**src/rtl/t1_watchdog_pkg.sv**
```systemverilog
// rtl/t1_watchdog_pkg.sv - shared state encoding and status codes for the retire watchdog
package t1_watchdog_pkg;

    typedef enum logic [1:0] {
        WD_RUN   = 2'd0,
        WD_DRAIN = 2'd1,
        WD_DONE  = 2'd2,
        WD_FAIL  = 2'd3
    } wd_state_t;

    localparam logic [7:0] ST_RUN       = 8'd0;
    localparam logic [7:0] ST_OK        = 8'd255;
    localparam logic [7:0] ST_RETIRE_TO = 8'd1;
    localparam logic [7:0] ST_GLOBAL_TO = 8'd2;
    localparam logic [7:0] ST_DRAIN_TO  = 8'd3;

    function automatic logic wd_is_active(input wd_state_t s);
        return (s == WD_RUN) || (s == WD_DRAIN);
    endfunction

endpackage

```
**src/rtl/t1_sat_counter.sv**
```systemverilog
// rtl/t1_sat_counter.sv - saturating up-counter with synchronous clear and enable
module t1_sat_counter #(
    parameter int W = 32
) (
    input  logic         clock,
    input  logic         reset,
    input  logic         clr,
    input  logic         en,
    output logic [W-1:0] count
);

    always_ff @(posedge clock or negedge reset) begin
        if (!reset) begin
            count <= '0;
        end else if (clr) begin
            count <= '0;
        end else if (en && (count != {W{1'b1}})) begin
            count <= count + W'(1);
        end
    end

endmodule

```
**src/rtl/t1_retire_watchdog.sv**
```systemverilog
// rtl/t1_retire_watchdog.sv - retire/global/drain watchdog producing a sticky run status
module t1_retire_watchdog
    import t1_watchdog_pkg::*;
#(
    parameter int CNT_W       = 32,
    parameter int DRAIN_LIMIT = 1024
) (
    input  logic             clock,
    input  logic             reset,
    input  logic [CNT_W-1:0] timeout_cfg,
    input  logic [CNT_W-1:0] global_timeout_cfg,
    input  logic             retire_valid,
    input  logic             finish_req,
    input  logic [7:0]       outstanding,
    output logic [7:0]       status,
    output logic [CNT_W-1:0] cycle,
    output logic [CNT_W-1:0] retired
);

    // A limit wider than the drain counter can never be reached by it.
    localparam bit              DRAIN_LIMIT_FITS = (DRAIN_LIMIT > 0) &&
                                                   ($clog2(DRAIN_LIMIT + 1) <= CNT_W + 1);
    localparam logic [CNT_W:0]  DRAIN_LIMIT_W    = (CNT_W + 1)'(DRAIN_LIMIT);

    wd_state_t        state;
    wd_state_t        state_nxt;
    logic [7:0]       status_nxt;
    logic [CNT_W-1:0] idle_cnt;
    logic [CNT_W-1:0] drain_cnt;
    logic             active;
    logic             in_run;
    logic             in_drain;
    logic             global_to;
    logic             retire_to;
    logic             drain_to;

    // Compares are done one bit wider so a saturated counter never wraps into a match.
    logic [CNT_W:0]   cycle_inc;
    logic [CNT_W:0]   idle_inc;
    logic [CNT_W:0]   drain_inc;

    assign active   = wd_is_active(state);
    assign in_run   = (state == WD_RUN);
    assign in_drain = (state == WD_DRAIN);

    assign cycle_inc = {1'b0, cycle}     + (CNT_W + 1)'(1);
    assign idle_inc  = {1'b0, idle_cnt}  + (CNT_W + 1)'(1);
    assign drain_inc = {1'b0, drain_cnt} + (CNT_W + 1)'(1);

    assign global_to = active && (global_timeout_cfg != '0) &&
                       (cycle_inc == {1'b0, global_timeout_cfg});
    assign retire_to = in_run && (timeout_cfg != '0) && !retire_valid &&
                       (idle_inc == {1'b0, timeout_cfg});
    assign drain_to  = DRAIN_LIMIT_FITS && in_drain && (outstanding != 8'd0) &&
                       (drain_inc == DRAIN_LIMIT_W);

    t1_sat_counter #(.W(CNT_W)) u_cycle (
        .clock (clock),
        .reset (reset),
        .clr   (1'b0),
        .en    (active),
        .count (cycle)
    );

    t1_sat_counter #(.W(CNT_W)) u_retired (
        .clock (clock),
        .reset (reset),
        .clr   (1'b0),
        .en    (active && retire_valid),
        .count (retired)
    );

    t1_sat_counter #(.W(CNT_W)) u_idle (
        .clock (clock),
        .reset (reset),
        .clr   (in_run && retire_valid),
        .en    (in_run && !retire_valid),
        .count (idle_cnt)
    );

    // Held at zero throughout RUN so DRAIN always starts counting from 0.
    t1_sat_counter #(.W(CNT_W)) u_drain (
        .clock (clock),
        .reset (reset),
        .clr   (in_run),
        .en    (in_drain),
        .count (drain_cnt)
    );

    always_ff @(posedge clock or negedge reset) begin
        if (!reset) begin
            state  <= WD_RUN;
            status <= ST_RUN;
        end else begin
            state  <= state_nxt;
            status <= status_nxt;
        end
    end

    always_comb begin
        state_nxt  = state;
        status_nxt = status;
        case (state)
            WD_RUN: begin
                if (global_to) begin
                    state_nxt  = WD_FAIL;
                    status_nxt = ST_GLOBAL_TO;
                end else if (retire_to) begin
                    state_nxt  = WD_FAIL;
                    status_nxt = ST_RETIRE_TO;
                end else if (finish_req) begin
                    state_nxt  = WD_DRAIN;
                end
            end
            WD_DRAIN: begin
                if (global_to) begin
                    state_nxt  = WD_FAIL;
                    status_nxt = ST_GLOBAL_TO;
                end else if (drain_to) begin
                    state_nxt  = WD_FAIL;
                    status_nxt = ST_DRAIN_TO;
                end else if (outstanding == 8'd0) begin
                    state_nxt  = WD_DONE;
                    status_nxt = ST_OK;
                end
            end
            default: begin
                state_nxt  = state;
                status_nxt = status;
            end
        endcase
    end

endmodule
```
**config.mk**
```make
export PLATFORM = sky130hd
export DESIGN_NAME = t1_retire_watchdog
export DESIGN_NICKNAME = d
export VERILOG_FILES = /design/src/rtl/t1_watchdog_pkg.sv /design/src/rtl/t1_sat_counter.sv /design/src/rtl/t1_retire_watchdog.sv
export SDC_FILE = /design/constraint.sdc
export NUM_CORES = 1
export LEC_CHECK = 0
export BUFFER_PORTS_ARGS = -buffer_cell sky130_fd_sc_hd__clkbuf_2
export CAP_MARGIN = 10
export CORE_MARGIN = 10
export CORE_UTILIZATION = 63
export DETAILED_ROUTE_END_ITERATION = 12
export PLACE_DENSITY_LB_ADDON = 0.3
export SYNTH_ARGS = -nofsm -noshare
export SYNTH_HDL_FRONTEND = slang
export SYNTH_SLANG_ARGS = --single-unit
```
**constraint.sdc**
```tcl
create_clock -name clock -period 7.2 [get_ports clock]
set_clock_uncertainty 0.05 [all_clocks]
set_input_delay 0.72 -clock clock [delete_from_list [all_inputs] [get_ports clock]]
set_output_delay 0.72 -clock clock [all_outputs]
set_load 0.1 [all_outputs]
```
# [Yosys cells after proc, flatten, opt, wreduce, memory -nomap -nowiden]
# Index checks and enable logic that the tools add are counted.
[totals] latch_bits=0 memories=0 mem_bits_rw=0 rom_bits=0 ff_bits=138 wordCells=67 input_bits=76
[op_classes] addsub=7 bitwise=0 shifts=0 muxes=17 magnitude_cmp=0 n_reduce_logical=26 multipliers=0 n_div=0 eq_ne=11
[ops] operator="32-bit by 1-bit adder with 32-bit output (second input constant)" n=4
[ops] operator="32-bit two-way mux" n=4
[ops] operator="32-bit != test (second input constant)" n=4
[ops] operator="32-bit by 1-bit adder with 33-bit output (second input constant)" n=3
[ops] operator="33-bit by 32-bit equality test with 1-bit output" n=2
[ops] operator="32-bit nonzero test" n=2
[ops] operator="8-bit two-way mux" n=5
[ops] operator="33-bit by 11-bit equality test with 1-bit output (second input constant)" n=1
[ops] operator="8-bit one-hot mux with 2 select lines" n=1
[ops] operator="1-bit logical AND" n=14
[ops] operator="2-bit two-way mux" n=6
[ops] operator="8-bit zero test" n=1
[ops] operator="8-bit nonzero test" n=1
[ops] operator="3-bit AND reduction" n=2
[ops] operator="2-bit nonzero test" n=3
[ops] operator="4-bit by 2-bit != test with 1-bit output (second input constant)" n=1
[ops] operator="4-bit != test (second input constant)" n=1
[ops] operator="2-bit one-hot mux with 2 select lines" n=1
[ops] operator="3-bit by 1-bit != test with 1-bit output (second input constant)" n=1
[ops] operator="2-bit by 1-bit equality test with 1-bit output (second input constant)" n=1
[ops] operator="2-bit zero test" n=1
[ops] operator="1-bit zero test" n=1
[ops] operator="1-bit logical OR" n=1

# [Logic depth before layout (Yosys ltp)]
[depth] ltp_word=7 mapped_depth=12 mapped_depth_nobuf=9

# [Cells and area by module]
# Synthesis repeated with hierarchy kept, for this count alone.
[unflattened] hier_cells=1259 area_unflattened_um2=10533.9
[modules_own_cells] mod="t1_sat_counter" cells_per_inst=198 seq_area_each_um2=800.8 area_each_um2=1854.3 instances=4
[modules_own_cells] mod="t1_retire_watchdog" cells_per_inst=467 seq_area_each_um2=125.1 area_each_um2=3116.7 instances=1

# [Worst setup path before layout]
# Ideal clock, no wire load.
[synth_timing] path_type="register -> register" start="register u_cycle.count[0]" end="register status[0]" arrival_time_ns=3.683 n_path_buf=1 slack_ns=3.373 setup_ns=0.094 stages_incl_launch_ff=11 path_cell_list="dfrtp_1 -> ha_1 -> clkbuf_1 -> nand4_1 -> or4_4 -> or3_4 -> a22oi_2 -> nand4_1 -> nor4_4 -> o31ai_2 -> a221oi_2"
[synth_between] elab_chain_cells=5
[synth_lines] item="start: declaration" line="t1_sat_counter.sv:9" rtl="output logic [W-1:0] count"
[synth_lines] item="start signal: assignment" line="t1_sat_counter.sv:18" rtl="count <= count + W'(1);"
[synth_lines] item="32-bit by 1-bit adder with 33-bit output *" line="t1_retire_watchdog.sv:46" rtl="assign cycle_inc = {1'b0, cycle} + (CNT_W + 1)'(1);"
[synth_lines] item="33-bit by 32-bit equality test with 1-bit output *" line="t1_retire_watchdog.sv:51" rtl="(cycle_inc == {1'b0, global_timeout_cfg});"
[synth_lines] item="1-bit logical AND *" line="t1_retire_watchdog.sv:50" rtl="assign global_to = active && (global_timeout_cfg != '0) &&"
[synth_lines] item="4-bit != test (no line), or another cell as far along"
[synth_lines] item="3-bit AND reduction (no line) / 8-bit one-hot mux with 2 select lines (equally long branches)"
[synth_lines] item="end signal: assignment" line="t1_retire_watchdog.sv:96" rtl="status <= status_nxt;"
[synth_lines] item="end: declaration" line="t1_retire_watchdog.sv:15" rtl="output logic [7:0] status,"
# Every way passes the cells marked *; elsewhere a longest branch is shown, timed or not.
# A chain may end at the register's enable or synchronous reset.

# [Worst setup path in the final report]
[layout_timing] start="register u_idle.count[0]" end="register u_idle.count[31]"
[layout_between] elab_chain_cells=3
[layout_lines] item="start: declaration" line="t1_sat_counter.sv:9"
[layout_lines] item="start signal: assignment" line="t1_sat_counter.sv:18"
[layout_lines] item="32-bit by 1-bit adder with 32-bit output / 32-bit != test (equally long branches)" line="t1_sat_counter.sv:18, t1_sat_counter.sv:17"
[layout_lines] item="32-bit two-way mux / 1-bit logical AND (equally long branches)" line="t1_sat_counter.sv:17" rtl="end else if (en && (count != {W{1'b1}})) begin"
[layout_lines] item="32-bit two-way mux / 2-bit nonzero test (equally long branches)"
# Parallel ways exist; a longest one is shown, timed or not. The select of a mux whose other input is x is not followed.

==> run metrics <==
PostCTS Resize Cnt=0; count of final hold-check violations=0; xor-xnor portion of the synthesized cell area=0.135; CTS tree=yes; Syn-to-layout area delta=13.2%; gp weighted congestion=0.981; Initial Util=0.650; routed length per instance=19.5 um; H-tree Lvls=4; sequential cell area fraction in the yosys report=0.333; Post-synth EDFFs=0; Multi-input gate area=6220 sq um; crit start category=flip-flop; most frequent cells in the layout=146 x clkbuf_2, 133 x dfrtp_1, 105 x nand2_1; Synth Cell Area=9990 sq um; worst r2r src=u_idle.count[0]; Vert. Die Dim=146 um; delay of the slowest cell on the worst path=0.87 ns; CP max stage cell=o21ai_1; Final Max Slew Viols=0; via count=10.1k; FF+latch count, synth=133; Rel. slew slack=0.279; FF-to-FF setup slack=3.25 ns; Post-DP HPWL=21600 um; layout cells sized above 1=0.167; Post-Synth Simple-Gate Area=0.300; Routed Antenna Nets=0; WP data required=7.48 ns; Synth Area in Adders=0.00501; most crowded layer after global routing=met2; commonest non-fill, non-tap cell in the layout=clkbuf_2; status=completed; reg2reg end=u_idle.count[31]; Int Power=0.00131 W; Fmax=253 MHz; Synth Instances=1194; met1 Usage GRT=0.369; Reg area=3330 sq um; Clock Path Buffers=2; Rows=45; Ant. Diodes=0; CP Class=reg2reg; initial DRC count=1323; initial antenna violation count=0; switching share of power=0.244; CP Max Fanout=16; Die Wd=146 um; remaining routing DRC violations=0; Least-Margin Pin Slew=1.08 ns; die area=21300 sq um; Net Count, Synth=1274; RSZ-0062 raised after global routing=no; largest net degree at the start of global routing=82; Clk pwr share=0.512; PD cells=154 nW/um^2; sequential share of power=0.430; Vias/cell=6.67; Clk Latency, worst-skew pair=0.43 ns; setup repair bufs after CTS=0; Pwr Total=0.00174 W; period utilisation layout=0.548; Leak=4.74 nW; crit path cell chain=ha_1, and3_1, nand2_1, nor3_1, nand4_1, o21ai_1, buf_4, a21o_1, nand2_1, o31ai_1; Synth Area in Compound Gates=0.175; endpoints failing setup=0; core area=15400 sq um; nets=1376; GRT Total Usage=0.269; Finished Layout Cells=1520; Worst-path clk slew=0.06 ns; Setup TNS=0 ns; number of distinct library cells after synthesis=77; CTS Buf Count=17; FF-to-FF path depth=10; CTS sink count=133; power share of the combinational group=0.058; met2 Use GR=0.412; total wire length=29600 um; largest family of logic cells by synthesized area=simple AND/OR/NAND/NOR gates; global route overflow=0; top_reg_cell synth=dfrtp_1; CTS root buf=clkbuf_16; first-pass GRT wire length=48300 um; hold crit path type=in2async; DR pass1 iterations=6; CTS hold repair buffers=0; Placed Cells=1488; Fill cells=1198; syn avg cell area=8.36 sq um; crit path DAT=4.23 ns; Worst VDD drop=0.172 mV; warnings from Yosys=0; Post-synth ARST share=1.00; most frequent CP cell=nand2_1; NetSw=0.000424 W; Critical Path Sink Type=flip-flop; vias in the first global route=9424; mux contribution to synthesized area=0.00752; Max Cap Viol=0; Final Critical Period=3.95 ns; met3 Use GR=0.0702; Ports=148; IO buf count=147
==> kinds of logic (layout without fill, tap and decap cells) <==
family,Yosys count,count (layout)
and+or+nand+nor,536,536
AOI/OAI and AO/OA,260,260
xor gates and xnor gates,154,154
DFF,133,133
buffers and inverters,100,215
muxes,7,7
adders and majority gates,4,4
==> registers in the layout, indices dropped and copies added (netlist names) <==
register,cells
status,3
u_drain.count,32
u_retired.count,32
u_idle.count,32
u_cycle.count,32
state,2
==> power groups by stage <==
| stage | registers (W) | logic, W | clock network (W) |
|---|---|---|---|
| after global placement | 0.000761 | 0.0000980 | 0 |
| after CTS | 0.000747 | 0.0000993 | 0.000889 |
| after global routing | 0.000747 | 0.000109 | 0.000929 |
| final | 0.000747 | 0.000101 | 0.000889 |
| after detailed placement | 0.000761 | 0.0000989 | 0 |
| after floorplan | 0.000761 | 0.0000421 | 0 |
==> Yosys cell counts, drive strengths merged, types with 6 or more instances <==
master	n	area, sq um
nor3b	6	45.0
a31oi	12	75.1
or3	12	80.1
nand2b	8	50.1
clkbuf	39	149
xor2	56	490
nor2	80	300
buf	33	186
a21oi	27	135
nand4	63	439
nand2	105	394
or2	6	37.5
o31ai	36	275
dfrtp	133	3330
and4	18	158
o41ai	7	80.1
or4	15	124
nor3	32	165
a211oi	8	65.1
nand3	63	315
o21ai	101	505
o22ai	6	37.5
and3	31	194
xnor2	98	858
nor4	55	395
o211ai	9	67.6
and2	19	119
nor2b	7	43.8
inv	28	105
==> critical path, delay by kind of cell, from the launching register on <==
family	cells	cell delay, ns
AND/OR/NAND/NOR	5	1.61
AO/OA/AOI/OAI	3	1.05
flip-flops	1	0.46
buffers and inverters	1	0.38
adder cells (fa/ha/maj)	1	0.29
==> per-layer routing <==
layer,vias up,part of all wire
met5,-,0
met4,0,0.019
met3,72,0.099
met2,599,0.46
met1,4807,0.43
li1,4657,-
==> layout make-up <==
cell class              instances  share of cell area
multi-input cells             961               0.550
flip-flops and latches        133               0.294
repair buffers                155              0.0709
clock buffers                  20              0.0395
well taps                     211              0.0234
clock inverters                12              0.0126
inverters                      28             0.00930
==> worst max path at each step <==
stage,cells past startpoint,start,endpoint,slack (ns)
after floorplan,10,u_cycle.count[0],status[0],3.37
after global placement,10,u_idle.count[0],u_idle.count[31],3.60
after detailed placement,10,u_idle.count[0],u_idle.count[31],3.46
after CTS,10,u_idle.count[0],u_idle.count[31],3.42
after global routing,9,u_idle.count[0],u_idle.count[26],3.12
final,10,u_idle.count[0],u_idle.count[31],3.25
==> through the flow <==
stage	setup slack (ns)	area [sq um]	hold slack [ns]	util
2_1_floorplan	3.37	9990	0.374	-
3_3_place_gp	3.60	10700	0.423	0.697
3_5_place_dp	3.46	10700	0.433	0.697
4_1_cts	3.42	11300	0.315	0.736
5_1_grt	3.12	11300	0.342	0.736
6_report	3.25	11300	0.298	0.736
Note: power is estimated with default switching activity, not from simulation.
